**src/rtl/int_ctrl_pkg.sv**
```systemverilog
// int_ctrl_pkg: CSR addresses, mstatus bit positions and FSM states shared by the interrupt controller.
package int_ctrl_pkg;

    localparam logic [11:0] CSR_MEPC    = 12'h341;
    localparam logic [11:0] CSR_MCAUSE  = 12'h342;
    localparam logic [11:0] CSR_MSTATUS = 12'h300;

    localparam int MSTATUS_MIE  = 3;
    localparam int MSTATUS_MPIE = 7;

    typedef enum logic [2:0] {
        IDLE,
        SV_MEPC,
        SV_MCAUSE,
        SV_MSTATUS,
        ASSERT,
        MR_MSTATUS,
        MR_ASSERT
    } state_e;

endpackage

```
**src/rtl/int_ctrl_irq_pending.sv**
```systemverilog
// irq_pending: per-source edge/level capture into pending bits plus masked lowest-index-first encoder.
module irq_pending #(
    parameter int                 NUM_IRQ  = 8,
    parameter logic [NUM_IRQ-1:0] IRQ_EDGE = '0,
    parameter int                 ID_W     = 3
) (
    input  logic               clk,
    input  logic               rst,
    input  logic [NUM_IRQ-1:0] irq,
    input  logic [NUM_IRQ-1:0] irq_en,
    input  logic               global_int_en,
    input  logic               clr,
    input  logic [ID_W-1:0]    clr_id,
    output logic [NUM_IRQ-1:0] pending,
    output logic               req,
    output logic [ID_W-1:0]    id
);

    logic [NUM_IRQ-1:0] pending_q, pending_d, prev_q, masked;

    always_comb begin
        masked = pending_q & irq_en;
        req    = |masked & global_int_en;
        id     = '0;
        for (int i = NUM_IRQ - 1; i >= 0; i--)
            if (masked[i]) id = ID_W'(i);
        // a fresh edge in the clearing cycle must survive, so the set term is ORed last
        for (int i = 0; i < NUM_IRQ; i++)
            pending_d[i] = IRQ_EDGE[i]
                ? (pending_q[i] & ~(clr && clr_id == ID_W'(i))) | (irq[i] & ~prev_q[i])
                : irq[i];
    end

    always_ff @(posedge clk) begin
        if (rst) begin
            pending_q <= '0;
            prev_q    <= '0;
        end else begin
            pending_q <= pending_d;
            prev_q    <= irq;
        end
    end

    assign pending = pending_q;

endmodule

```
**src/rtl/int_ctrl.sv**
```systemverilog
// int_ctrl: machine-mode interrupt controller; saves mepc/mcause/mstatus, redirects fetch, and handles mret.
module int_ctrl
    import int_ctrl_pkg::*;
#(
    parameter int                 NUM_IRQ  = 8,
    parameter logic [NUM_IRQ-1:0] IRQ_EDGE = '0,
    parameter int                 DATA_W   = 32,
    parameter int                 ADDR_W   = 32,
    parameter int                 CSR_AW   = 12
) (
    input  logic               clk,
    input  logic               rst,
    input  logic [NUM_IRQ-1:0] irq,
    input  logic [NUM_IRQ-1:0] irq_en,
    input  logic               global_int_en,
    input  logic               mret,
    input  logic [ADDR_W-1:0]  inst_addr,
    input  logic               jump_flag,
    input  logic [ADDR_W-1:0]  jump_addr,
    input  logic [DATA_W-1:0]  csr_mtvec,
    input  logic [DATA_W-1:0]  csr_mepc,
    input  logic [DATA_W-1:0]  csr_mstatus,
    output logic               hold_flag_int,
    output logic               csr_we,
    output logic [CSR_AW-1:0]  csr_waddr,
    output logic [DATA_W-1:0]  csr_wdata,
    output logic               int_assert,
    output logic [ADDR_W-1:0]  int_addr,
    output logic [NUM_IRQ-1:0] irq_pending
);

    localparam int ID_W = NUM_IRQ > 1 ? $clog2(NUM_IRQ) : 1;

    state_e            state_q, state_d;
    logic [ID_W-1:0]   id_q, id_d, win_id;
    logic [ADDR_W-1:0] pc_q, pc_d, vec_base;
    logic [DATA_W-1:0] trap_mst, mret_mst;
    logic              req;

    irq_pending #(
        .NUM_IRQ (NUM_IRQ),
        .IRQ_EDGE(IRQ_EDGE),
        .ID_W    (ID_W)
    ) u_pending (
        .clk          (clk),
        .rst          (rst),
        .irq          (irq),
        .irq_en       (irq_en),
        .global_int_en(global_int_en),
        .clr          (state_q == ASSERT),
        .clr_id       (id_q),
        .pending      (irq_pending),
        .req          (req),
        .id           (win_id)
    );

    always_comb begin
        state_d = state_q;
        id_d    = id_q;
        pc_d    = pc_q;
        case (state_q)
            IDLE: begin
                if (mret) begin
                    state_d = MR_MSTATUS;
                end else if (req) begin
                    state_d = SV_MEPC;
                    id_d    = win_id;
                    pc_d    = jump_flag ? jump_addr : inst_addr;
                end
            end
            SV_MEPC:    state_d = SV_MCAUSE;
            SV_MCAUSE:  state_d = SV_MSTATUS;
            SV_MSTATUS: state_d = ASSERT;
            MR_MSTATUS: state_d = MR_ASSERT;
            default:    state_d = IDLE;
        endcase
    end

    always_comb begin
        trap_mst               = csr_mstatus;
        trap_mst[MSTATUS_MPIE] = csr_mstatus[MSTATUS_MIE];
        trap_mst[MSTATUS_MIE]  = 1'b0;
        mret_mst               = csr_mstatus;
        mret_mst[MSTATUS_MIE]  = csr_mstatus[MSTATUS_MPIE];
        mret_mst[MSTATUS_MPIE] = 1'b1;
        vec_base               = {csr_mtvec[ADDR_W-1:2], 2'b00};
        hold_flag_int          = state_q != IDLE;
        csr_we                 = 1'b0;
        csr_waddr              = '0;
        csr_wdata              = '0;
        int_assert             = 1'b0;
        int_addr               = '0;
        case (state_q)
            SV_MEPC: begin
                csr_we    = 1'b1;
                csr_waddr = CSR_AW'(CSR_MEPC);
                csr_wdata = DATA_W'(pc_q);
            end
            SV_MCAUSE: begin
                csr_we    = 1'b1;
                csr_waddr = CSR_AW'(CSR_MCAUSE);
                csr_wdata = {1'b1, (DATA_W-1)'(id_q)};
            end
            SV_MSTATUS: begin
                csr_we    = 1'b1;
                csr_waddr = CSR_AW'(CSR_MSTATUS);
                csr_wdata = trap_mst;
            end
            ASSERT: begin
                int_assert = 1'b1;
                int_addr   = vec_base + (csr_mtvec[1:0] == 2'b01 ? ADDR_W'({id_q, 2'b00}) : '0);
            end
            MR_MSTATUS: begin
                csr_we    = 1'b1;
                csr_waddr = CSR_AW'(CSR_MSTATUS);
                csr_wdata = mret_mst;
            end
            MR_ASSERT: begin
                int_assert = 1'b1;
                int_addr   = csr_mepc[ADDR_W-1:0];
            end
            default: ;
        endcase
    end

    always_ff @(posedge clk) begin
        if (rst) begin
            state_q <= IDLE;
            id_q    <= '0;
            pc_q    <= '0;
        end else begin
            state_q <= state_d;
            id_q    <= id_d;
            pc_q    <= pc_d;
        end
    end

endmodule

```
**config.mk**
```make
export PLATFORM = sky130hd
export DESIGN_NAME = int_ctrl
export DESIGN_NICKNAME = d
export VERILOG_FILES = /design/src/rtl/int_ctrl_pkg.sv /design/src/rtl/int_ctrl_irq_pending.sv /design/src/rtl/int_ctrl.sv
export SDC_FILE = /design/constraint.sdc
export NUM_CORES = 1
export LEC_CHECK = 0
export CAP_MARGIN = 20
export CORE_UTILIZATION = 34
export CTS_BUF_LIST = sky130_fd_sc_hd__clkbuf_8 sky130_fd_sc_hd__clkbuf_16
export CTS_CLUSTER_SIZE = 40
export DETAILED_ROUTE_END_ITERATION = 8
export PLACE_DENSITY = 0.85
export SLEW_MARGIN = 10
export SYNTH_ARGS = -nofsm -noshare
export SYNTH_HDL_FRONTEND = slang
export SYNTH_SLANG_ARGS = --single-unit
export TNS_END_PERCENT = 20
```
**constraint.sdc**
```tcl
create_clock -name clk -period 3.42 [get_ports clk]
set_input_delay 0.342 -clock clk [delete_from_list [all_inputs] [get_ports clk]]
set_output_delay 0.342 -clock clk [all_outputs]
set_load 0.03 [all_outputs]
```
; ---- Word level (Yosys, flattened, before mapping)
; Cells that the tools add are included.
[op_classes]
mux = 18
bitwise_logic = 3
n_addsub = 1
eq_ne = 8
n_reduce_logical = 7
[ops]
columns = op, n
row1 = 32-bit case mux with 4 select lines, 1
row2 = 32-bit case mux with 2 select lines, 1
row3 = 32-bit by 5-bit adder with 32-bit output, 1
row4 = 32-bit 2-to-1 mux, 1
row5 = 3-bit 2-to-1 mux, 10
row6 = 10-bit case mux with 3 select lines, 1
row7 = 3-bit case mux with 5 select lines, 1
row8 = 3-bit == test (second input constant), 3
row9 = 8-bit AND, 1
row10 = 8-bit OR reduction, 1
row11 = 3-bit by 2-bit == test with 1-bit output (second input constant), 2
row12 = 5-bit 2-to-1 mux, 1
row13 = 2-bit OR reduction, 2
row14 = 4-bit OR reduction, 1
row15 = 3-bit by 1-bit == test with 1-bit output (second input constant), 1
row16 = 3-bit logical NOT, 1
row17 = 3-bit != test (second input constant), 1
row18 = 3-bit AND reduction, 1
row19 = 3-bit nonzero test, 1
row20 = 2-bit by 1-bit == test with 1-bit output (second input constant), 1
row21 = 1-bit 2-to-1 mux, 2
row22 = 1-bit AND, 1
row23 = 1-bit inverter, 1
[word_totals]
reg_bits = 46
output_inout_bits = 87
in_bits = 181

; ---- Logic depth before layout (Yosys ltp)
[depth]
ltp_word = 9
depth_mapped = 10

; ---- Hierarchy
; Synthesis repeated with hierarchy kept, for this count alone.
[hier_totals]
cells_unflattened = 475
area_unflattened_um2 = 3681.0
[modules_own_cells]
columns = module, cells_per_inst, instances, area_each_um2, seq_area_each_um2
row1 = int_ctrl, 440, 1, 3353.2, 760.7
row2 = irq_pending, 35, 1, 327.8, 160.2

; ---- Worst setup path after synthesis
; OpenSTA, ideal clock, no wires.
[synth_timing]
path_type = input-to-output
start = input port csr_mtvec[0]
end = output port int_addr[28]
required_time_ps = 3078
path_stages = 10
arrival_ps = 2843
slack_ps = 235
path_cell_list = nor2b_1 > and2_1 > ha_1 > inv_1 > fa_1 > nand2b_2 > a2111oi_4 > nand4_1 > xor2_1 > a21oi_1
[synth_via]
elab_chain_cells = 4
[synth_lines]
columns = item, line_no
row1 = start: declaration, int_ctrl.sv:20  ; input logic [DATA_W-1:0] csr_mtvec,
row2 = 2-bit by 1-bit == test with 1-bit output, int_ctrl.sv:111  ; int_addr = vec_base + (csr_mtvec[1:0] == 2'b01 ? ADDR_W'({id_q, 2'b00}) : '0);
row3 = 5-bit 2-to-1 mux, int_ctrl.sv:111
row4 = 32-bit by 5-bit adder with 32-bit output, int_ctrl.sv:111
row5 = 32-bit case mux with 2 select lines, int_ctrl.sv:93  ; case (state_q)
row6 = end: declaration, int_ctrl.sv:28  ; output logic [ADDR_W-1:0] int_addr,
; Every way passes these cells.

; ---- Final worst setup path
[layout_timing]
start = input port csr_mtvec[2]
end = output port int_addr[18]
[layout_via]
elab_chain_cells = 2
[layout_lines]
columns = item, line_no
row1 = 32-bit by 5-bit adder with 32-bit output, int_ctrl.sv:111
row2 = 32-bit case mux with 2 select lines, int_ctrl.sv:93
; Every way passes these cells.

==> metrics <==
Post-synth ARST share=0%; Post-synth EDFFs=0; Syn Std Cell Area=3630 µm²; Synth Area in Adders=1.58%; maximum VDD drop=254 µV; commonest non-fill, non-tap cells in the layout=clkdlybuf4s50_1, nor2_1, dfxtp_1; power density over the cells=304 nW/µm²; post-route insts no fill=829; Sw Ratio=38.5%; met1 usage=27.7%; hpwl dp=12000 µm; Starting Density=35.2%; global-route wire length before repair=23000 µm; drt initial violations=183; # diodes=0; Hold Path End=id_q[1]; largest family of logic cells by synthesized area=compound AO/OA/AOI/OAI gates; met2 Use GR=50.8%; status=finished clean; Critical Path AT=2.84 ns; Layout area overhead=78.7%; Logic pwr share=53.1%; most common cell after layout, fill and taps aside=clkdlybuf4s50_1; FILL cells=856; Clock Latency Late Sink=0.29 ns; synthesis warning total=0; Achievable Freq=314 MHz; final wirelength=15100 µm; H-tree Lvls=2; Setup violations, final=0; register area share after synthesis=25.3%; wire per inst=18.2 µm; global placement routability congestion=0.935; # IOs=268; total core area=10300 µm²; placed cells=819; Slew @ Worst Pin=0.976 ns; Num CTS Buffers=5; min Tclk post-route=3.18 ns; Die Wd=105 µm; Hold Path Stages=2; Worst Hold Class=register to register; Slew Limit Fails=0; Seq cells post-synth=46; Vias/cell=5.36; initial antenna violation count=0; Longest Clk Path Bufs=2; Routed Antenna Nets=0; Die Span Y=105 µm; hold path startpoint=id_q[1]; Total Power=0.00198 W; vias in the first global route=4397; CP Class=primary input to primary output; fin nets=878; main flop type after synthesis=dfxtp_1; post-synthesis cell type count=47; TritonRoute pass-1 iters=5; GRT Max-Usage Layer=met2; Compound-Gate Fraction of Synth Area=29.5%; RSZ-0062 raised after global routing=false; fin worst setup slack=0.235 ns; CTS clk-pin slew, worst paths=0.08 ns; Reg-to-Reg Start=state_q[1]; sequential share of power=31.4%; crit end category=primary output; crit share post-route=93.1%; R2R depth=7; share of cells above drive strength 1=11.4%; Post-Synth XOR/XNOR Area=6.51%; reg2reg end=pc_q[23]; GRT Total Usage=26.2%; hold_buf cts=0; total global routing overflow=0; Max-slew headroom=34.9%; TritonCTS clock tree=built; quantity of I/O buffers inserted on ports=260; Final Skew=0.00503 ns; post-route cell area=6490 µm²; Post-Synth Simple-Gate Area=19.3%; max_cap viols=0; largest fanout on the critical path=4; Cells after Synth=441; num rows=37; area of the die=11100 µm²; Clk network pwr share=15.5%; Placed Area=6350 µm²; GRT met3 Usage=5.88%; worst hold slack=0.501 ns; via count=4445; Hold Vio Cnt, Final=0; post-synthesis mux area share=9.64%; root buffer cell=clkbuf_8; leakage=2.52 nW; internal power=0.00122 W; Place WS=-0.112 ns; Avg Inst Size Synth=8.24 µm²; Residual DRC=0; startpoint types=primary input; Psw=0.000761 W; largest net degree at the start of global routing=48; reg2reg setup slack=0.94 ns; CTS sink count=46; Critical Path RT=3.08 ns
[metrics by stage]
step / utilization (%) / TNS (ns)
final: 62.9 / 0
after floorplan: - / 0
after CTS: 62.5 / 0
after detailed placement: 61.5 / -0.495
after global routing: 62.9 / 0
after global placement: 61.5 / -0.179
[sequential cells by signal, indices dropped and copies added (netlist names)]
| name | count |
|---|---|
| id_q | 3 |
| pc_q | 32 |
| state_q | 3 |
| u_pending.pending | 8 |
[final cells by class]
type                       instances  area (µm²)  area share [%]
clock buffer                       5        68.8            1.06
clock inverter                     2        7.51           0.116
inverter                          12        45.0           0.694
multi-input combinational        348        2480            38.2
sequential                        46         921            14.2
tap                              136         170            2.62
timing repair buffer             280        2800            43.1
[synth_stat cells, drive strengths merged (7+ instances only)]
library cell / count / area share [%]
nor2: 52 / 5.4
dfxtp: 46 / 25
a22o: 37 / 8.9
a211oi: 36 / 8.8
mux2i: 35 / 9.6
buf: 24 / 5.1
a21oi: 23 / 3.2
o21ai: 21 / 2.9
clkbuf: 17 / 1.8
nand2: 17 / 1.8
xor2: 14 / 3.4
xnor2: 13 / 3.1
inv: 11 / 1.1
nand4: 11 / 1.9
nor2b: 11 / 1.9
a22oi: 8 / 1.7
nand3: 8 / 1.2
and4: 7 / 1.7
[power by group through the flow]
stage | Clock [W] | Sequential (W) | Combinational [W]
after floorplan | 0 | 0.000623 | 0.000558
after global placement | 0 | 0.000629 | 0.00103
after detailed placement | 0 | 0.000631 | 0.00104
after CTS | 0.000311 | 0.000619 | 0.00105
after global routing | 0.000327 | 0.000627 | 0.00112
final | 0.000307 | 0.000620 | 0.00105
[worst max path at each step]
stage                  from            to  slack (ns)  depth (start not counted)
4_1_cts        csr_mtvec[0]  int_addr[11]        0.02                         11
5_1_grt        csr_mtvec[2]  int_addr[22]        0.12                         11
2_1_floorplan  csr_mtvec[0]  int_addr[28]        0.24                         10
3_5_place_dp   csr_mtvec[0]  int_addr[28]       -0.11                         13
3_3_place_gp   csr_mtvec[0]  int_addr[28]       -0.07                         13
6_report       csr_mtvec[2]  int_addr[18]        0.24                         11
[what timing repair did]
item                                    CTS  global route
gates resized for setup                   7             9
buffers inserted                          1             1
pin swaps                                 1             5
endpoints found under the setup margin    8            12
hold endpoints to repair                  0             0
gates cloned                              1             0
[critical path: stages]
cell	delay, ns
clkdlybuf4s50_1	0.50
ha_4	0.15
inv_2	0.04
fa_2	0.39
nand2b_4	0.17
a2111oi_4	0.44
buf_4	0.21
nand3_1	0.10
xnor2_1	0.14
a22o_1	0.20
buf_4	0.16
[metal layers]
metal | share of wire (%) | vias to the layer above
li1 | - | 2125
met1 | 37 | 2079
met2 | 53 | 218
met3 | 7.9 | 23
met4 | 2.3 | 0
met5 | 0 | -
[kinds of logic (layout without fill, tap and decap cells)]
logic type	Yosys count	count (layout)
AO/OA/AOI/OAI	141	141
AND/OR/NAND/NOR	134	134
buffers and inverters	53	299
flip-flops	46	46
multiplexers	35	35
XOR/XNOR	27	27
adder cells (fa/ha/maj)	4	4
other	1	7
(Power assumes the default switching activity.)
